### config.mk
export PLATFORM = sky130hd
export DESIGN_NAME = core_sequencer
export DESIGN_NICKNAME = d
export VERILOG_FILES = /design/src/rtl/hpu_pkg.sv /design/src/rtl/core_sequencer.sv
export SDC_FILE = /design/constraint.sdc
export NUM_CORES = 1
export LEC_CHECK = 0
export BUFFER_PORTS_ARGS = -buffer_cell sky130_fd_sc_hd__buf_2
export CAP_MARGIN = 20
export CORE_ASPECT_RATIO = 1.25
export CORE_MARGIN = 10
export CORE_UTILIZATION = 48
export DETAILED_ROUTE_END_ITERATION = 10
export HOLD_SLACK_MARGIN = 0.06
export PLACE_DENSITY = 0.79
export SLEW_MARGIN = 20
export SYNTH_ARGS = -nofsm -noshare
export SYNTH_HDL_FRONTEND = slang
export SYNTH_SLANG_ARGS = --single-unit
### constraint.sdc
create_clock -name clk -period 2.3 [get_ports clk]
set_input_delay 0.46 -clock clk [delete_from_list [all_inputs] [get_ports clk]]
set_output_delay 0.46 -clock clk [all_outputs]
set_load 0.01 [all_outputs]
### src/rtl/hpu_pkg.sv
// Shared HPU definitions: sequencer state encoding and instruction-word decode helpers.
package hpu_pkg;

  typedef enum logic [2:0] {
    IDLE  = 3'd0,
    GEN   = 3'd1,
    RUN   = 3'd2,
    DRAIN = 3'd3,
    DONE  = 3'd4
  } seq_state_t;

  localparam int INST_W  = 16;
  localparam int OP_ADDR = 15;
  localparam int OP_LOAD = 14;
  localparam int OP_WB   = 10;
  localparam int OP_LAST = 10;

  function automatic logic is_wb_item(input logic [INST_W-1:0] d);
    return d[OP_ADDR] & d[OP_WB];
  endfunction

  function automatic logic is_last(input logic [INST_W-1:0] d);
    return ~d[OP_ADDR] & (d[14:11] == 4'b0000) & d[OP_LAST];
  endfunction

endpackage

### src/rtl/core_sequencer.sv
// Per-core front-end: fills item memory from the random source, then streams
// instructions to the core with get_v/exec alignment, store counting and completion.
module core_sequencer
  import hpu_pkg::*;
#(
  parameter int ITEM_NUM = 1024,
  parameter int ADDR_W   = 10,
  parameter int CNT_W    = 16
) (
  input  logic              clk,
  input  logic              rst_n,
  input  logic              start,
  input  logic              gen_en,
  input  logic              rand_valid,
  output logic              rand_ready,
  input  logic              inst_valid,
  input  logic [15:0]       inst_data,
  output logic              inst_ready,
  input  logic              core_store,
  input  logic              core_last,
  output logic              run,
  output logic              gen,
  output logic              update_item,
  output logic [ADDR_W-1:0] item_a,
  output logic              get_v,
  output logic [15:0]       get_d,
  output logic              exec,
  output logic              busy,
  output logic              done,
  output logic [CNT_W-1:0]  store_count
);

  if ((ITEM_NUM < 1) || (ITEM_NUM > (1 << ADDR_W))) begin : g_bad_item_num
    $error("core_sequencer: ITEM_NUM out of range for ADDR_W");
  end

  localparam logic [ADDR_W-1:0] LAST_A = ADDR_W'(ITEM_NUM - 1);

  seq_state_t state, state_nxt;
  logic              clr_job;
  logic              bubble_q;
  logic              exec_q;
  logic [ADDR_W-1:0] item_a_q;
  logic [CNT_W-1:0]  store_count_q;

  always_ff @(posedge clk or negedge rst_n) begin
    if (!rst_n) state <= IDLE;
    else        state <= state_nxt;
  end

  always_comb begin
    state_nxt   = state;
    clr_job     = 1'b0;
    gen         = 1'b0;
    run         = 1'b0;
    update_item = 1'b0;
    inst_ready  = 1'b0;
    done        = 1'b0;
    busy        = (state != IDLE);
    case (state)
      IDLE: begin
        if (start) begin
          clr_job   = 1'b1;
          state_nxt = gen_en ? GEN : RUN;
        end
      end
      GEN: begin
        gen         = 1'b1;
        update_item = rand_valid;
        if (rand_valid && (item_a_q == LAST_A)) state_nxt = RUN;
      end
      RUN: begin
        run = 1'b1;
        // A word taken alongside core_last would never execute, so hold it in the FIFO.
        inst_ready = inst_valid & ~bubble_q & ~core_last;
        if (core_last)                            state_nxt = DONE;
        else if (inst_ready && is_last(inst_data)) state_nxt = DRAIN;
      end
      DRAIN: begin
        run = 1'b1;
        if (core_last) state_nxt = DONE;
      end
      DONE: begin
        done      = 1'b1;
        state_nxt = IDLE;
      end
      default: state_nxt = IDLE;
    endcase
  end

  assign rand_ready  = update_item;
  assign get_v       = inst_ready;
  assign get_d       = get_v ? inst_data : 16'h0000;
  assign exec        = exec_q;
  assign item_a      = item_a_q;
  assign store_count = store_count_q;

  // The bubble after wb.item lets the core finish its item-memory write before a later load.
  always_ff @(posedge clk or negedge rst_n) begin
    if (!rst_n) begin
      exec_q        <= 1'b0;
      bubble_q      <= 1'b0;
      item_a_q      <= '0;
      store_count_q <= '0;
    end else begin
      exec_q   <= get_v;
      bubble_q <= get_v & is_wb_item(inst_data);
      if (clr_job)          item_a_q <= '0;
      else if (update_item) item_a_q <= item_a_q + ADDR_W'(1);
      if (clr_job) begin
        store_count_q <= '0;
      end else if (core_store && run && (store_count_q != {CNT_W{1'b1}})) begin
        store_count_q <= store_count_q + CNT_W'(1);
      end
    end
  end

endmodule

-- Yosys cells after proc, flatten, opt, wreduce, memory -nomap -nowiden
Cells that the tools add are included.
- input port bits: 24
- memories kept: 0
- word-level logic and storage cells: 56
- RAM bits: 0
- output and inout bits: 51
- flip-flop bits (word level): 31
- bits in latches: 0
- memory bits (read-only): 0
- shift operators: 0
- bitwise logic cells: 9
- $lt $le $gt $ge: 0
- reductions and logical operators: 11
- equal/unequal tests: 10
- $add $sub $neg: 2
- muxes and demuxes: 19
- divide/modulo/power cells: 0
- multiply operators: 0
- operators with widths (operator ; number):
    $mux 16 ; 3
    $mux 10 ; 2
    $add 16x1->16 const B ; 1
    $ne 16x16->1 const B ; 1
    $mux 3 ; 5
    $pmux 3 s4 ; 1
    $add 10x1->10 const B ; 1
    $eq 10x10->1 const B ; 1
    $mux 1 ; 7
    $and 1x1->1 ; 6
    $eq 3x2->1 const B ; 2
    $ne 2x2->1 const B ; 3
    $logic_and 1x1->1 ; 4
    $logic_not 4->1 ; 1
    $reduce_and 4->1 ; 1
    $reduce_bool 2->1 ; 2
    $eq 3x1->1 const B ; 1
    $eq 3x3->1 const B ; 1
    $logic_not 3->1 ; 1
    $ne 3x3->1 const B ; 1
    $not 1->1 ; 3
    $reduce_bool 3->1 ; 1
    $mux 2 ; 1
    $reduce_or 2->1 ; 1

-- Longest topological paths before layout
Gate-level depths: netlist (run 1).
- depth in word-level cells: 7
- gate-level depth with buffers: 7
- mapped depth without buffers: 5

-- Worst setup path before layout (run 1)
OpenSTA, ideal clock, no wires.
- path type: reg-to-output
- from: register state[2]
- to: output get_d[10]
- path buffers: 1
- cell stages (with the launch flop): 5
- slack: 0.380 ns
- arrival: 1.460 ns
- data required time: 1.840 ns
- path through: dfrtp_1 -> nand2b_1 -> nor4_2 -> buf_2 -> and2_1
- cells in the longest elaborated chain, start to end: 3
- RTL lines (what ; line ; source):
    from (decl) ; core_sequencer.sv:39 ; seq_state_t state, state_nxt;
    from (signal assigned) ; core_sequencer.sv:48 ; else state <= state_nxt;
    $eq 3x2->1 ; core_sequencer.sv:60 ; case (state)
    $mux 1 ; core_sequencer.sv:60 ;
    named net get_v ; core_sequencer.sv:25 ; output logic get_v,
    $mux 16 ; core_sequencer.sv:93 ; assign get_d = get_v ? inst_data : 16'h0000;
    to (decl) ; core_sequencer.sv:26 ; output logic [15:0] get_d,
The timed path passes the listed nets, and every way through them passes these cells.

-- Worst setup path after layout (run 1)
- from: register state[2]
- to: output get_d[11]
- cells in the longest elaborated chain, start to end: 3
- RTL lines (what ; line):
    $eq 3x2->1 ; core_sequencer.sv:60
    $mux 1 ; core_sequencer.sv:60
    $mux 16 ; core_sequencer.sv:93
No other way between the ends.

==> results of run 1 <==
-- sequential cells by signal (all words and copies together) (netlist names) --
name         flops
bubble_q         1
store_count     16
item_a          10
state            3
exec             1
-- layer usage --
layer,GRT usage (%),wire length (microns),vias to the layer above
met2,25.1,2510,55
met5,0,0,-
met4,4.81,42,0
met1,17.7,2030,813
met3,5.17,389,5
li1,-,-,886
-- cells in the mapped netlist (2+ instances only) --
library cell | count | area, sq um
nor4_1 | 7 | 43.8
nand4_1 | 10 | 62.6
xnor2_1 | 6 | 52.6
inv_1 | 7 | 26.3
nor3_1 | 8 | 40.0
and2_1 | 20 | 125
nand3_1 | 10 | 50.1
a21oi_1 | 10 | 50.1
dfrtp_1 | 31 | 776
nand2_1 | 18 | 67.6
nor3b_1 | 2 | 15.0
nand2b_1 | 5 | 31.3
xor2_1 | 2 | 17.5
mux2i_1 | 5 | 50.1
o31ai_1 | 3 | 22.5
buf_2 | 2 | 10.0
a31oi_1 | 2 | 12.5
o21ai_0 | 4 | 20.0
buf_4 | 5 | 37.5
ha_1 | 2 | 25.0
nor2_1 | 16 | 60.1
-- path summary, 6_finish.rpt --
| check | from | slack (ns) | end |
|---|---|---|---|
| max in group asynchronous | rst_n | 1.62 | state[1] |
| worst min-delay path | rst_n | 0.21 | store_count[8] |
| worst max-delay path | state[2] | 0.17 | get_d[11] |
| worst max register to register | store_count[1] | 0.54 | store_count[5] |
| worst min register to register | store_count[0] | 0.54 | store_count[0] |
| min in group clk | inst_data[10] | 0.45 | bubble_q |
-- cell families after synthesis --
group,synth area share (%)
buffers and inverters,3.95
flip-flops,41.5
AO/OA/AOI/OAI,9.98
multiplexers,2.68
XOR/XNOR,3.75
adder cells (fa/ha/maj),1.34
AND/OR/NAND/NOR,36.8
-- power by group --
part	switching [uW]	internal (uW)	total, uW
Combinational	306	215	521
Clock	185	201	386
Sequential	93.5	607	701
-- metrics by stage --
step,hold WS [ns],power [uW],worst slack (ns),area [sq um]
final,0.208,1610,0.173,2350
after global routing,0.266,1730,0.0483,2350
after CTS,0.235,1620,0.118,2350
after detailed placement,0.533,1230,0.430,2270
after global placement,0.521,1220,0.473,2270
after floorplan,0.164,1050,0.380,1870
-- area by class of cell --
class	instances	area share [%]
Inverter	7	1.12
Multi-Input combinational cell	157	43.4
Tap cell	54	2.88
Clock buffer	6	3.09
Timing Repair Buffer	76	16.4
Sequential cell	31	33.1
-- what timing repair did --
action / CTS / global route
endpoints found under the setup margin: 0 / 3
resized for setup: 0 / 1
hold buffers: 0 / 0
-- worst reg2reg max path: cells and delay by family, from the launching register on --
kind / cells / cell delay, ns
flip-flops: 1 / 0.40
multiplexers: 1 / 0.18
AND/OR/NAND/NOR: 3 / 0.86
adder cells (fa/ha/maj): 1 / 0.26
==> flow_summary_export.csv, run 1 <==
group,metric,value,unit
routing,drt_first_iter_violations,143,
routing,drtPass1Iterations,4,
floorplan,core,0.00378,sq mm
run_status,status,"complete, no violations",
clock_network,clk_latency,0.28,ns
critical_path,max_stage_delay,0.45,ns
synth,syn_nets,228,
routing,vias,1759,
floorplan,die_h,89.7,microns
timing,timing.final.crit_share,92.5,%
final_layout,seq_area,777,sq um
synth,ys_types,48,
critical_path,path_buf_inv,2,
timing,relSlewSlack,56.4,%
global_routing,antenna_found_initial,0,
final_layout,n_antenna_cell,0,
clock_network,cts.sinks,31,
routing,vias_per_cell,5.31,
clock_network,numCtsBuffers,5,
synth,synth_area_per_cell,9.25,sq um
critical_path,cp_slowest_cell,"dfrtp_1",
floorplan,num_rows,25,
final_layout,final_cell_mix,"74 x buf_2, 30 x dfrtp_1, 20 x and2_1",
clock_network,ctsHtreeMaxLevel,2,
global_routing,grt_max_degree,32,
critical_path,criticalPathCategory,"reg2out",
placement,routabilityCongestion,0.817,
power,vdd_drop_max,0.000556,V
placement,dp_hpwl,3880,microns
final_layout,fillers,348,
clock_network,cts_buffer_depth,2,
floorplan,die_width,75.8,microns
synth,ys.flop_type,"dfrtp_1",
synth,syn_inst,202,
global_routing,grt_pass1_wl,8400,microns
critical_path,cp.arrival,1.67,ns
final_layout,multi_input_area,0.00102,sq mm
clock_network,cts_tree,"done",
final_layout,fin_util,62.0,%
power,power_density,685,mW/mm^2
placement,port_buffers,74,
final_layout,final_common_cell,"buf_2",
critical_path,path_depth,5,
final_layout,nets,304,
job,max-cap-violations,0,
final_layout,stdcell_count,331,
global_routing,overflow,0,
final_layout,syn_to_final_growth,25.7,%
timing,period_minus_slack,2.13,ns
power,total_leakage_power,0.00121,uW
timing,hold_viol,0,
synth,ys_ff_latch,31,
routing,wl,4970,microns
routing,drc,0,
timing,slew_violations,0,
min_path,min_path_type,"in2async",
routing,wire_per_inst,15.0,microns
critical_path,end_kind,"primary output",
timing,fmax,0.470,GHz
floorplan,ios,75,
critical_path,r2r_cells,5,
global_routing,first_global_vias,1820,
synth,synth-seq-area-share,41.5,%
critical_path,path_delay_family,"simple AND/OR/NAND/NOR gates",
critical_path,start_kind,"flip-flop",
clock_network,cts_setup_buffers,0,
routing,ant_nets,0,
timing,tightest_slew,0.648,ns
timing,tns,0,ns
critical_path,critPathRequiredTime,1.84,ns
final_layout,drive_above_1_share,33.2,%
clock_network,cts-root-buf,"clkbuf_8",
floorplan,die_area,0.00680,sq mm
synth,post_synth_instance_area,0.00187,sq mm
timing,rsz0062_at_grt,"no",
placement,dp.cells,325,
timing,skew,0.00708,ns
floorplan,initial_core_util,49.4,%
clock_network,clk_pin_slew,0.06,ns
synth,async_flop_share,100,%
critical_path,crit_chain,"nand2b_1 -> nor4_2 -> buf_4 -> and2_1 -> buf_2",
synth,ys_warn_count,0,
timing,setup_viol,0,
critical_path,crit_fanout,20,
synth,synth_edf_count,0,
global_routing,grtUsageTotal,15.2,%
No activity file was read; power rests on OpenSTA's default activity.
==> inputs of run 2 (changes only) <==
Settings changed: CORE_UTILIZATION 48 to 50, CTS_BUF_LIST set to sky130_fd_sc_hd__clkbuf_2 sky130_fd_sc_hd__clkbuf_4 sky130_fd_sc_hd__clkbuf_8, GPL_TIMING_DRIVEN set to 0, PLACE_DENSITY 0.79 to 0.82.
==> flow_summary_export.csv, run 2 (synthesis results as in run 1) <==
group,metric,value,unit
global_routing,grt_max_degree,32,
routing,vias,1876,
critical_path,r2r-start,"store_count[11]",
floorplan,core,0.00354,sq mm
power,power_density,727,mW/mm^2
clock_network,cts_hold_buffers,0,
floorplan,die_h,88.3,microns
routing,drtPass1Iterations,4,
timing,hold_viol,0,
critical_path,end_kind,"primary output",
global_routing,overflow,0,
routing,ant_nets,0,
power,power,1750,uW
global_routing,grt_pass1_wl,9220,microns
critical_path,crit_fanout,12,
power,total_leakage_power,0.00126,uW
clock_network,numCtsBuffers,5,
job,max-cap-violations,0,
floorplan,ios,75,
final_layout,drive_above_1_share,35.1,%
critical_path,start_kind,"flip-flop",
routing,drt_first_iter_violations,139,
global_routing,antenna_found_initial,0,
critical_path,r2r_setup_slack,0.46,ns
routing,vias_per_cell,5.79,
final_layout,nets,310,
timing,relSlewSlack,50.8,%
final_layout,syn_to_final_growth,29.0,%
clock_network,cts_tree,"done",
routing,wire_per_inst,16.4,microns
final_layout,final_common_cell,"buf_2",
timing,rsz0062_at_grt,"no",
critical_path,crit_end,"get_d[10]",
final_layout,n_antenna_cell,0,
clock_network,cts_buffer_depth,2,
placement,routabilityCongestion,0.836,
critical_path,critPathRequiredTime,1.84,ns
placement,port_buffers,74,
timing,tightest_slew,0.731,ns
critical_path,criticalPathCategory,"reg2out",
timing,slew_violations,0,
routing,wl,5310,microns
global_routing,grtUsageTotal,17.3,%
timing,fmax,0.463,GHz
clock_network,clk_latency,0.28,ns
global_routing,first_global_vias,2005,
timing,tns,0,ns
final_layout,largest_reg_flops,16,
critical_path,cp.arrival,1.70,ns
floorplan,die_width,74.7,microns
critical_path,r2r_cells,4,
clock_network,ctsHtreeMaxLevel,2,
timing,setup_viol,0,
final_layout,final_cell_mix,"75 x buf_2, 31 x dfrtp_1, 20 x and2_1",
critical_path,reg2reg_to,"store_count[6]",
run_status,status,"complete, no violations",
critical_path,cp-startpoint,"state[2]",
clock_network,clk_pin_slew,0.06,ns
floorplan,num_rows,24,
min_path,min_path_type,"in2async",
timing,skew,0.00431,ns
floorplan,initial_core_util,52.7,%
clock_network,cts-root-buf,"clkbuf_8",
routing,drc,0,
clock_network,cts.sinks,31,
timing,timing.final.crit_share,94.0,%
floorplan,die_area,0.00660,sq mm
placement,dp_hpwl,4060,microns
power,vdd_drop_max,0.000554,V
timing,period_minus_slack,2.16,ns
-- run 2: report_power, final --
part	leakage, uW	switching [uW]	internal, uW
clock	0.0000549	197	285
combinational	0.000780	340	246
sequential	0.000426	79.1	605
total	0.00126	617	1140
-- run 2: repair_timing --
| item | 4_1_cts | 5_1_grt |
|---|---|---|
| endpoints found under the setup margin | 11 | 5 |
| resized for setup | 1 | 1 |
| pin swaps | 1 | 0 |
| buffers inserted | 1 | 0 |
-- run 2: critical path, cell delays in order (launching register included) --
cell	delay, ns
dfrtp_1	0.46
nand2b_1	0.26
nor4_4	0.18
clkbuf_4	0.24
and2_1	0.15
buf_2	0.13
-- run 2: per-stage QoR --
step | utilization [%] | instance area, sq um | cells | hold slack, ns | setup WS, ns
final | 68.0 | 2410 | 324 | 0.224 | 0.138
after global routing | 68.0 | 2410 | 324 | 0.272 | 0.00483
after CTS | 67.9 | 2410 | 324 | 0.248 | 0.154
after detailed placement | 64.5 | 2290 | 315 | 0.549 | 0.0947
after global placement | 64.5 | 2290 | 315 | 0.538 | 0.130
after floorplan | - | 1870 | 202 | 0.164 | 0.380
-- run 2: how the worst min path moves through the flow --
| stage | startpoint | endpoint | slack (ns) | depth (start not counted) |
|---|---|---|---|---|
| 2_1_floorplan | rst_n | bubble_q | 0.16 | 0 |
| 3_3_place_gp | rst_n | store_count[6] | 0.54 | 1 |
| 3_5_place_dp | rst_n | store_count[3] | 0.55 | 1 |
| 4_1_cts | rst_n | store_count[8] | 0.25 | 1 |
| 5_1_grt | rst_n | store_count[8] | 0.27 | 1 |
| 6_report | rst_n | exec | 0.22 | 1 |
-- run 2: layout make-up --
cell class	count	area, sq um
Timing Repair Buffer	75	378
Multi-Input combinational cell	157	1030
Clock buffer	8	104
Tap cell	39	48.8
Sequential cell	31	776
Inverter	7	26.3
Fill cell	313	1130
Buffer	7	50.0
-- run 2: routing by layer --
metal / vias up / wire (microns) / track usage, %
li1: 895 / - / -
met1: 900 / 2070 / 17.7
met2: 66 / 2760 / 31.4
met3: 15 / 344 / 4.82
met4: 0 / 130 / 8.10
met5: - / 0 / 0
